**src/rtl/hazard_ctrl.sv**
```systemverilog
// ============================================================================
// Module   : hazard_ctrl
// Purpose  : Pipeline sequencing, forwarding and hazard control for a
//            five-stage RV32I core.
// Revision : 1.0 - initial release
// ============================================================================
`timescale 1ns/1ps
`default_nettype none

module hazard_ctrl #(
  parameter int FILL_CYCLES = 2,
  parameter int TIMEOUT     = 16,
  parameter int CNT_W       = 32
) (
  input  logic             clk,
  input  logic             rst_n,
  input  logic [4:0]       rs1_d,
  input  logic [4:0]       rs2_d,
  input  logic [4:0]       rs1_e,
  input  logic [4:0]       rs2_e,
  input  logic [4:0]       rd_e,
  input  logic [1:0]       ResultSrc_e,
  input  logic             PCSrc_e,
  input  logic             RegWrite_m,
  input  logic [4:0]       rd_m,
  input  logic             RegWrite_w,
  input  logic [4:0]       rd_w,
  input  logic             mem_req_m,
  input  logic             mem_ready,
  output logic [1:0]       ForwardA_e,
  output logic [1:0]       ForwardB_e,
  output logic             pc_en,
  output logic             fd_en,
  output logic             fd_clr,
  output logic             de_en,
  output logic             de_clr,
  output logic             em_en,
  output logic             mw_en,
  output logic             mw_clr,
  output logic             mem_err,
  output logic [CNT_W-1:0] stall_cnt,
  output logic [CNT_W-1:0] flush_cnt
);

  localparam logic [1:0] S_FILL     = 2'd0;
  localparam logic [1:0] S_RUN      = 2'd1;
  localparam logic [1:0] S_MEM_WAIT = 2'd2;
  localparam logic [1:0] S_ERROR    = 2'd3;

  localparam int FILL_W = $clog2(FILL_CYCLES + 1) + 1;
  localparam int WAIT_W = $clog2(TIMEOUT + 1) + 1;

  // A zero-length fill or timeout degenerates to a single cycle.
  localparam logic [FILL_W-1:0] FILL_LAST = FILL_W'((FILL_CYCLES > 0) ? FILL_CYCLES - 1 : 0);
  localparam logic [WAIT_W-1:0] WAIT_LAST = WAIT_W'((TIMEOUT > 0) ? TIMEOUT - 1 : 0);
  localparam logic [CNT_W-1:0]  CNT_MAX   = '1;

  logic [1:0]        state_q, state_d;
  logic [FILL_W-1:0] fill_cnt_q, fill_cnt_d;
  logic [WAIT_W-1:0] wait_cnt_q, wait_cnt_d;
  logic [CNT_W-1:0]  stall_cnt_q, stall_cnt_d;
  logic [CNT_W-1:0]  flush_cnt_q, flush_cnt_d;

  logic lwstall;
  logic freeze;

  // M-stage result is newer than W-stage, so it wins when both match.
  always_comb begin
    ForwardA_e = 2'b00;
    if (RegWrite_m && (rd_m != 5'd0) && (rd_m == rs1_e))
      ForwardA_e = 2'b10;
    else if (RegWrite_w && (rd_w != 5'd0) && (rd_w == rs1_e))
      ForwardA_e = 2'b01;
  end

  always_comb begin
    ForwardB_e = 2'b00;
    if (RegWrite_m && (rd_m != 5'd0) && (rd_m == rs2_e))
      ForwardB_e = 2'b10;
    else if (RegWrite_w && (rd_w != 5'd0) && (rd_w == rs2_e))
      ForwardB_e = 2'b01;
  end

  assign lwstall = (ResultSrc_e == 2'b01) && (rd_e != 5'd0) &&
                   ((rd_e == rs1_d) || (rd_e == rs2_d));
  assign freeze  = mem_req_m && !mem_ready;

  always_comb begin
    state_d     = state_q;
    fill_cnt_d  = fill_cnt_q;
    wait_cnt_d  = wait_cnt_q;
    stall_cnt_d = stall_cnt_q;
    flush_cnt_d = flush_cnt_q;
    pc_en       = 1'b0;
    fd_en       = 1'b0;
    fd_clr      = 1'b0;
    de_en       = 1'b0;
    de_clr      = 1'b0;
    em_en       = 1'b0;
    mw_en       = 1'b0;
    mw_clr      = 1'b0;

    case (state_q)
      S_FILL: begin
        fd_clr     = 1'b1;
        de_en      = 1'b1;
        de_clr     = 1'b1;
        em_en      = 1'b1;
        mw_en      = 1'b1;
        fill_cnt_d = fill_cnt_q + FILL_W'(1);
        if (fill_cnt_q >= FILL_LAST)
          state_d = S_RUN;
      end

      S_RUN, S_MEM_WAIT: begin
        pc_en = 1'b1;
        fd_en = 1'b1;
        de_en = 1'b1;
        em_en = 1'b1;
        mw_en = 1'b1;
        // A freeze holds E, so branch and load-use are re-judged once it lifts.
        if (freeze) begin
          pc_en  = 1'b0;
          fd_en  = 1'b0;
          de_en  = 1'b0;
          em_en  = 1'b0;
          mw_clr = 1'b1;
        end else if (PCSrc_e) begin
          fd_clr = 1'b1;
          de_clr = 1'b1;
        end else if (lwstall) begin
          pc_en  = 1'b0;
          fd_en  = 1'b0;
          de_clr = 1'b1;
        end

        if ((freeze || (lwstall && !PCSrc_e)) && (stall_cnt_q != CNT_MAX))
          stall_cnt_d = stall_cnt_q + CNT_W'(1);
        if ((state_q == S_RUN) && !freeze && PCSrc_e && (flush_cnt_q != CNT_MAX))
          flush_cnt_d = flush_cnt_q + CNT_W'(1);

        if (state_q == S_RUN) begin
          if (freeze) begin
            state_d    = S_MEM_WAIT;
            wait_cnt_d = '0;
          end
        end else begin
          if (!freeze)
            state_d = S_RUN;
          else if (wait_cnt_q >= WAIT_LAST)
            state_d = S_ERROR;
          else
            wait_cnt_d = wait_cnt_q + WAIT_W'(1);
        end
      end

      S_ERROR: begin
        state_d = S_ERROR;
      end

      default: begin
        state_d = S_FILL;
      end
    endcase
  end

  always_ff @(posedge clk or negedge rst_n) begin
    if (!rst_n) begin
      state_q     <= S_FILL;
      fill_cnt_q  <= '0;
      wait_cnt_q  <= '0;
      stall_cnt_q <= '0;
      flush_cnt_q <= '0;
    end else begin
      state_q     <= state_d;
      fill_cnt_q  <= fill_cnt_d;
      wait_cnt_q  <= wait_cnt_d;
      stall_cnt_q <= stall_cnt_d;
      flush_cnt_q <= flush_cnt_d;
    end
  end

  assign mem_err   = (state_q == S_ERROR);
  assign stall_cnt = stall_cnt_q;
  assign flush_cnt = flush_cnt_q;

endmodule

`default_nettype wire

```
**config.mk**
```make
export PLATFORM = sky130hd
export DESIGN_NAME = hazard_ctrl
export DESIGN_NICKNAME = d
export VERILOG_FILES = /design/src/rtl/hazard_ctrl.sv
export SDC_FILE = /design/constraint.sdc
export NUM_CORES = 1
export LEC_CHECK = 0
export CORE_AREA = 2 2 100 102
export DETAILED_ROUTE_END_ITERATION = 16
export DIE_AREA = 0 0 102 104
export PLACE_DENSITY = 0.75
export SLEW_MARGIN = 10
export SYNTH_ARGS = -nofsm -noshare
export SYNTH_HDL_FRONTEND = slang
export SYNTH_SLANG_ARGS = --single-unit
export TNS_END_PERCENT = 20
```
**constraint.sdc**
```tcl
create_clock -name clk -period 5.45 [get_ports clk]
set_input_delay 1.09 -clock clk [delete_from_list [all_inputs] [get_ports clk]]
set_output_delay 1.09 -clock clk [all_outputs]
set_load 0.05 [all_outputs]
```
==> metrics.txt <==
status completed; Setup TNS 0 ns; Tot GR Track Use 18.07%; Reg power frac 36.0%; Cell variety after synth 44; Place WS 0.7395 ns; min cycle time layout 4.724 ns; Mapped Avg Cell Area 10.73 um2; Worst-Margin Slew 0.9936 ns; Crit path required time 4.36 ns; Antenna Nets Post-Route 0; first-pass GRT wire length 15480 um; height of the die 104 um; #FFs+latches synth 75; CTS Buf Count 9; Worst Path Max Fanout 3; Yosys warning count 0; maxcap violations 0; met3 wire length 554 um; final setup slack of the worst path 0.7259 ns; Gate power share 39.0%; sw frac 39.55%; nature of the critical path endpoint output port; largest net degree at the start of global routing 54; Syn Inst Count 387; RSZ-0062 raised after global routing false; Buffers on Ports 120; vias 3356; most frequent cells in the layout clkdlybuf4s50_1, dfrtp_1, xnor2_1, nand2_1, xor2_1; Post-synth top flop dfrtp_1; Synth top area share 45.21%; antenna violations before repair 0; most common cell after layout, fill and taps aside clkdlybuf4s50_1; Final nets 566; Clk network pwr share 24.9%; Final Hold Fails 0; CP startpoint kind primary input; # diodes 0; H-tree depth 3; Die W 102 um; WL met2 4399 um; CTS sink count 75; Initial Util 43.47%; fmax 211.7 MHz; post-synth top area cell dfrtp_1; fraction of layout cells with a size suffix above 1 7.171%; DP Area 5458 um2; Avg WL per Cell 14.35 um; area of the multi-input gates 2181 um2; Pleak 2.387 nW; vias in the first global route 3318; CTS tree done; drt first pass iters 5; hold path depth 1; Setup CP Type primary input to output port; critical path arrival 3.63 ns; Post-DP HPWL 7143 um; Seq/Total Area, Yosys 45.21%; Worst Hold Margin 0.4823 ns; NetSw 0.7511 mW; # IOs 121; hold_buf cts 0; worst-path cell chain clkdlybuf4s50_1 > or4_1 > o21ai_0 > nor4_1 > nor4_1 > clkdlybuf4s50_1; setup violators final 0; Post-synth EDFFs 0; Max Buffers Root-to-Sink 2; Slowest-stage cell, CP clkdlybuf4s50_1; Syn-to-layout area delta 36.86%; reg2reg start state_q[0]$_DFFE_PN0P_; Fill cells 832; hold_sp fill_cnt_q[2]$_DFFE_PN0N_; Syn Nets 442; Die ar. 10610 um2; Syn Std Cell Area 4151 um2; 1st-iter DRT viols 72; root buffer cell clkbuf_8; hold endpoint fill_cnt_q[2]$_DFFE_PN0N_; Reg area 1877 um2; fin crit share 86.68%; pwr/cell area 334.3 nW/um2; worst vdd ir 0.2276 mV; Placer Congestion 0.9452; total wire length 9315 um; routed vias/inst 5.171; Clock transition at path regs 0.08 ns; R2R depth 8; Post CTS Setup Buffer Count 0; Max Used Layer met4; global route total overflow 0; Synth async-reset ratio 100.0%; worst reg2reg endpoint stall_cnt[30]$_DFFE_PN0P_; site row count 36; setup clock skew after layout 0.01344 ns; Synth area leaders dfrtp_1, xnor2_1, xor2_1; Worst path max stage delay 0.87 ns; min-delay worst type flop to flop; Design Area, Final 5682 um2; Clk Latency, worst-skew pair 0.35 ns; r2r setup slk 2.75 ns; Pwr Total 1.899 mW; Metal-1 WL 4160 um; Core ar. 9549 um2; Int Pwr 1.148 mW; CTS resizes 0; headroom to the max-slew limit 33.76%; Slew Limit Fails 0; DRC violations left 0
-- Yosys cell counts, types with 2 or more instances --
| cell type | count |
|---|---|
| dfrtp_1 | 75 |
| xnor2_1 | 68 |
| nand2_1 | 34 |
| xor2_1 | 29 |
| nand3_1 | 26 |
| nand4_1 | 22 |
| and3_1 | 16 |
| nor2_1 | 13 |
| ha_1 | 11 |
| and4_1 | 9 |
| inv_1 | 8 |
| o21ai_0 | 7 |
| nand3_2 | 6 |
| nor4_1 | 6 |
| or4_1 | 6 |
| and2_1 | 5 |
| a21oi_1 | 4 |
| nor3_1 | 4 |
| buf_2 | 3 |
| buf_6 | 3 |
| mux2i_1 | 3 |
| nor4_2 | 3 |
| or3_1 | 3 |
| buf_4 | 2 |
| nor4_4 | 2 |
-- registers in the layout, summed over array words and instances, names as in the netlist --
register	cells
wait_cnt_q	6
state_q	2
stall_cnt	32
fill_cnt_q	3
flush_cnt	32
-- layer usage --
metal | global-route usage [%] | up-vias
met4 | 6.571 | 0
li1 | - | 1614
met5 | 0 | -
met1 | 23.83 | 1619
met2 | 28.67 | 105
met3 | 4.435 | 18
-- cells by family (layout without fill, tap and decap cells) --
family	count (synthesis)	count (layout)	synth area share, %
AND/OR/NAND/NOR	166	166	24.99
XOR/XNOR	97	97	20.46
flip-flops	75	75	45.21
AO/OA/AOI/OAI	17	17	2.502
buffers and inverters	16	145	2.260
adder cells (fa/ha/maj)	11	11	3.315
multiplexers	5	5	1.266
-- critical path, delay by kind of cell --
kind / cells / cell delay, ns
AND/OR/NAND/NOR: 3 / 0.98
buffers and inverters: 2 / 1.34
AO/OA/AOI/OAI: 1 / 0.23
-- power by group through the flow --
stage | combinational [mW] | sequential [mW] | clock, mW
CTS | 0.747 | 0.684 | 0.488
global route | 0.801 | 0.695 | 0.513
finish | 0.741 | 0.684 | 0.473
detailed placement | 0.745 | 0.694 | 0
global placement | 0.728 | 0.690 | 0
floorplan | 0.433 | 0.774 | 0
-- worst max path at each step --
stage,start,to,slack (ns),depth (start not counted)
final,rd_m[2],ForwardA_e[0],0.73,6
after CTS,rd_m[2],ForwardA_e[0],0.72,6
after detailed placement,rd_m[2],ForwardA_e[0],0.74,6
after floorplan,rd_m[1],ForwardA_e[0],0.69,4
after global placement,rd_m[1],ForwardA_e[0],0.78,6
after global routing,rd_m[2],ForwardA_e[0],0.53,6
-- stage by stage --
step | utilization [%] | instances
after floorplan | - | 387
after CTS | 59.50 | 649
final | 59.50 | 649
after detailed placement | 57.15 | 633
after global routing | 59.50 | 649
after global placement | 57.15 | 633
-- final cells by class --
class,count,area share (%)
clock buffer,9,2.180
clock inverter,7,1.762
inverter,8,0.5285
multi-input combinational,296,38.38
sequential,75,33.03
tap,133,2.929
timing repair buffer,121,21.18
No activity file was read; power rests on OpenSTA's default activity.
